[config.mk]
export PLATFORM = sky130hd
export DESIGN_NAME = stb_req_arbiter
export DESIGN_NICKNAME = d
export VERILOG_FILES = /design/src/rtl/stb_req_arbiter.sv
export SDC_FILE = /design/constraint.sdc
export NUM_CORES = 1
export LEC_CHECK = 0
export BUFFER_PORTS_ARGS = -buffer_cell sky130_fd_sc_hd__buf_2
export CAP_MARGIN = 25
export CORE_ASPECT_RATIO = 0.6
export CORE_MARGIN = 2
export CORE_UTILIZATION = 26
export CTS_BUF_LIST = sky130_fd_sc_hd__clkbuf_16
export CTS_CLUSTER_DIAMETER = 50
export DETAILED_ROUTE_END_ITERATION = 10
export PLACE_DENSITY = 0.58
export RECOVER_POWER = 25
export SYNTH_ARGS = -nofsm -noshare
export SYNTH_HDL_FRONTEND = slang
export SYNTH_SLANG_ARGS = --single-unit
[constraint.sdc]
create_clock -name clk_i -period 1.9 [get_ports clk_i]
set_clock_uncertainty 0.2 [all_clocks]
set_input_delay 0.38 -clock clk_i [delete_from_list [all_inputs] [get_ports clk_i]]
set_output_delay 0.38 -clock clk_i [all_outputs]
set_load 0.01 [all_outputs]
[src/rtl/stb_req_arbiter.sv]
// Round-robin arbiter sharing one strobe generator among N_CH channel controllers.
// Optional grant watchdog is compiled in with `define STB_ARB_TIMEOUT_EN.
module stb_req_arbiter #(
    parameter int N_CH      = 4,
    parameter int TO_CYCLES = 4096,
    parameter int TO_W      = 16
) (
    input  logic                      clk_i,
    input  logic                      arstn_i,
    input  logic [N_CH-1:0]           req_i,
    output logic [N_CH-1:0]           valid_o,
    output logic [N_CH-1:0]           to_err_o,
    output logic [N_CH-1:0]           gnt_o,
    output logic [$clog2(N_CH)-1:0]   gnt_id_o,
    output logic                      busy_o,
    input  logic                      stb_rdy_i,
    output logic                      stb_req_o,
    input  logic                      stb_valid_i
);

    localparam int ID_W = $clog2(N_CH);

    localparam logic [1:0] S_IDLE = 2'd0;
    localparam logic [1:0] S_GNT  = 2'd1;
    localparam logic [1:0] S_REL  = 2'd2;

    if (N_CH < 2 || N_CH > 16 || TO_W < 1 || TO_W > 31 ||
        TO_CYCLES < 1 || TO_CYCLES >= (1 << TO_W)) begin : g_bad_cfg
        $error("stb_req_arbiter: parameter out of range");
    end

    logic [1:0]      state;
    logic [ID_W-1:0] ptr;
    logic [ID_W-1:0] ptr_nxt;
    logic            win_found;
    logic [ID_W-1:0] win_id;
    logic [N_CH-1:0] win_oh;
    logic            owner_req;
    logic            wd_exp;

    // Scan from ptr upward with wrap; the lowest offset from ptr wins.
    always_comb begin
        int idx;
        // NOTE: every always_comb output gets a default first so no latch is inferred.
        win_found = 1'b0;
        win_id    = '0;
        idx       = 0;
        for (int i = N_CH - 1; i >= 0; i--) begin
            idx = int'(ptr) + i;
            if (idx >= N_CH) idx = idx - N_CH;
            if (req_i[idx]) begin
                win_found = 1'b1;
                win_id    = ID_W'(idx);
            end
        end
    end

    assign win_oh    = N_CH'(1) << win_id;
    assign ptr_nxt   = (gnt_id_o == ID_W'(N_CH - 1)) ? '0 : gnt_id_o + 1'b1;
    assign owner_req = req_i[gnt_id_o];

`ifdef STB_ARB_TIMEOUT_EN
    logic [TO_W-1:0] wd_cnt;

    assign wd_exp = (wd_cnt == TO_W'(TO_CYCLES - 1));

    // Counter restarts from zero on every grant and saturates instead of wrapping.
    always_ff @(posedge clk_i or negedge arstn_i) begin
        if (!arstn_i) begin
            wd_cnt <= '0;
        end else if (state != S_GNT) begin
            wd_cnt <= '0;
        end else if (wd_cnt != '1) begin
            wd_cnt <= wd_cnt + 1'b1;
        end
    end

    // Valid and abort take precedence over expiry, mirroring the FSM below.
    always_ff @(posedge clk_i or negedge arstn_i) begin
        if (!arstn_i) begin
            to_err_o <= '0;
        end else if (state == S_GNT && !stb_valid_i && owner_req && wd_exp) begin
            to_err_o <= gnt_o;
        end else begin
            to_err_o <= '0;
        end
    end
`else
    assign wd_exp   = 1'b0;
    assign to_err_o = '0;
`endif

    // NOTE: sequential state uses non-blocking assignments so all registers update together.
    always_ff @(posedge clk_i or negedge arstn_i) begin
        if (!arstn_i) begin
            state     <= S_IDLE;
            ptr       <= '0;
            gnt_o     <= '0;
            gnt_id_o  <= '0;
            busy_o    <= 1'b0;
            stb_req_o <= 1'b0;
            valid_o   <= '0;
        end else begin
            valid_o <= '0;
            case (state)
                S_IDLE: begin
                    if (stb_rdy_i && win_found) begin
                        state     <= S_GNT;
                        gnt_o     <= win_oh;
                        gnt_id_o  <= win_id;
                        busy_o    <= 1'b1;
                        stb_req_o <= 1'b1;
                    end
                end
                S_GNT: begin
                    if (stb_valid_i) begin
                        state     <= S_REL;
                        stb_req_o <= 1'b0;
                        valid_o   <= gnt_o;
                        ptr       <= ptr_nxt;
                    end else if (!owner_req) begin
                        state     <= S_IDLE;
                        stb_req_o <= 1'b0;
                        gnt_o     <= '0;
                        busy_o    <= 1'b0;
                        ptr       <= ptr_nxt;
                    end else if (wd_exp) begin
                        state     <= S_REL;
                        stb_req_o <= 1'b0;
                        ptr       <= ptr_nxt;
                    end
                end
                S_REL: begin
                    state  <= S_IDLE;
                    gnt_o  <= '0;
                    busy_o <= 1'b0;
                end
                default: begin
                    state     <= S_IDLE;
                    gnt_o     <= '0;
                    busy_o    <= 1'b0;
                    stb_req_o <= 1'b0;
                end
            endcase
        end
    end

endmodule

==> run summary <==
outcome = completed
CTS Root Cell = clkbuf_16
clock group share of total power = 0.264
PortBufs = 19
Synth warnings = 0
vias in the first global route = 587
Crit path max-delay family = multiplexers
H-tree depth = 1
RSZ-0062 raised after global routing = false
Seq cells post-synth = 16
vias after detailed routing = 618
layout net count = 111
Die Area = 3435 um2
GP Congestion = 0.7882
Pint = 1.024 mW
total CTS buffers = 3
CP startpoint kind = register
Sw Share = 0.3317
clock insertion delay at the later pin of the skew report = 0.24 ns
Sink Count = 16
final core occ = 0.3684
CORE AREA = 2853 um2
grt total ovfl = 0
fillcell total = 292
register area share after synthesis = 0.5186
post-placement cell count = 138
share of layout cells above drive strength 1 = 0.3366
CP Capture Type = register
wire per inst = 11.99 um
Initial DRT Pass Iterations = 4
Antenna Violating Nets Remaining = 0
Starting Density = 0.2706
Max clock buf depth = 2
largest net degree at the start of global routing = 17
CTS resizes = 0
Final Max Slew Viols = 0
drt drc = 0
Clock Pin Slew Worst Setup and Hold Paths = 0.05 ns
final total power = 1.533 mW
sequential cell area = 400.4 um2
power per cell area = 1458 nW/um2
chip width = 74.35 um
Avg Inst Size Synth = 11.03 um2
Post-Layout Cell Count = 143
Total GRT Usage = 0.1186
crit path DAT = 1.73 ns
min cycle time layout = 1.811 ns
Via density = 4.322
Least-Margin Pin Slew = 0.8573 ns
CTS tree = done
Area Growth Syn to Fin = 36.14%
commonest non-fill, non-tap cell in the layout = buf_2
Iteration-0 DRC Markers = 58
Min Hold Slack = 0.2390 ns
Netlist cell types = 28
Rel. slew slack = 0.4284
MaxCap Viol Count = 0
first-pass GRT wire length = 2801 um
setup violators final = 0
Die Y = 46.21 um
setup bufs post-CTS = 0
master of the slowest instance on the critical path = mux4_2
Hold Crit Class = primary input to register
ant diodes = 0
WP buf/inv = 0
Critical Path RT = 1.82 ns
CP max stage delay = 0.53 ns
sequential share of power = 0.369
Hold Violations, Final = 0
cell row count = 15
synthesized cell area = 772.0 um2
combinational share of power = 0.367
final WL = 1715 um
footprint of the multi-input gates = 336.6 um2
Setup CP Type = register to register
CP cell instances = mux4_2 > nand2b_1 > and2_4 > mux2_1
antenna violations before repair = 0
most frequent cells in the layout = 18 x buf_2, 16 x dfrtp_1, 9 x buf_4, 6 x nand2_1
maximum fanout along the worst path = 2
cts hold-fix bufs = 1
Top-Level Pins = 24
Mapped Cells = 70
Max Clock Freq = 552.2 MHz
final period utilization = 0.9532
Lkg Pwr = 0.5338 nW
DP HPWL = 1365 um
Max VDD drop = 0.6536 mV
Net Switching = 0.5084 mW
cell type report:
class | count | area share
sequential | 16 | 0.3810
multi-input combinational | 49 | 0.3202
timing repair buffer | 29 | 0.1631
clock buffer | 3 | 0.07143
tap | 42 | 0.05000
inverter | 3 | 0.01071
clock inverter | 1 | 0.003571
through the flow:
stage	TNS (ns)	instance area (um2)	worst slack, ns
CTS	0	1052	0.08447
floorplan	0	783.3	0.05694
detailed placement	-0.0005409	963.4	-0.0005409
finish	0	1051	0.08897
global placement	0	963.4	0.01465
global route	0	1051	0.01181
cell families (layout without fill, tap and decap cells):
group,after synthesis,after routing,share of synthesized area
buffers and inverters,8,36,0.05996
AO/OA/AOI/OAI,15,15,0.1491
flip-flops,16,16,0.5186
AND/OR/NAND/NOR,24,24,0.1653
multiplexers,5,5,0.08589
adder cells (fa/ha/maj),1,1,0.01620
other,1,4,0.004858
metal layers:
metal / share of wire / global-route usage / vias up
li1: - / - / 308
met1: 0.52 / 0.1644 / 284
met2: 0.37 / 0.1554 / 26
met3: 0.11 / 0.05908 / 0
met4: 0 / 0.04643 / 0
met5: 0 / 0 / -
worst paths after layout:
kind / start / to / slack, ns / cells after the start
max reg2reg: gnt_id_o[1] / ptr[0] / 0.09 / 4
min: stb_valid_i / state[1] / 0.24 / 2
max in group asynchronous: arstn_i / ptr[1] / 0.41 / 2
min in group asynchronous: arstn_i / valid_o[3] / 0.56 / 2
max: gnt_id_o[1] / ptr[0] / 0.09 / 4
min reg2reg: busy_o / busy_o / 0.29 / 2
registers in the layout, summed over array words and instances, names as in the netlist:
register and cells:
valid_o 4, state 2, stb_req_o 1, gnt_id_o 2, busy_o 1, gnt_o 4
ptr 2
synth_stat cells:
cell type  instances  area, um2
nor4_1             1      6.260
o21ai_0            3      15.01
o21a_1             2      15.01
a21oi_1            3      15.01
and3_1             4      25.02
or3_1              1      6.260
buf_2              1      5.000
nand2b_1           4      25.02
o22ai_1            1      6.260
nand2_1            6      22.52
mux2_1             2      22.52
and2_1             1      6.260
o221a_4            1      20.02
conb_1             1      3.750
mux2_2             1      11.26
inv_1              3      11.26
nor3_1             2      10.01
and2_4             1      8.760
a32o_1             2      20.02
o31ai_1            2      15.01
ha_1               1      12.51
buf_4              4      30.03
o22a_1             1      8.760
mux4_2             1      22.52
nor2_1             3      11.26
dfrtp_1           16      400.4
nor2b_1            1      6.260
mux2i_1            1      10.01
power groups by stage:
stage / clock [mW] / sequential (mW) / combinational [mW]
floorplan: 0 / 0.589 / 0.295
global placement: 0 / 0.565 / 0.554
detailed placement: 0 / 0.572 / 0.560
CTS: 0.422 / 0.567 / 0.564
global route: 0.433 / 0.586 / 0.631
finish: 0.404 / 0.566 / 0.563
worst register-to-register path, cell delays in order, from the launching register on:
cell      delay [ns]
dfrtp_1         0.37
mux4_2          0.53
nand2b_1        0.12
and2_4          0.15
mux2_1          0.31
(Power assumes the default switching activity.)
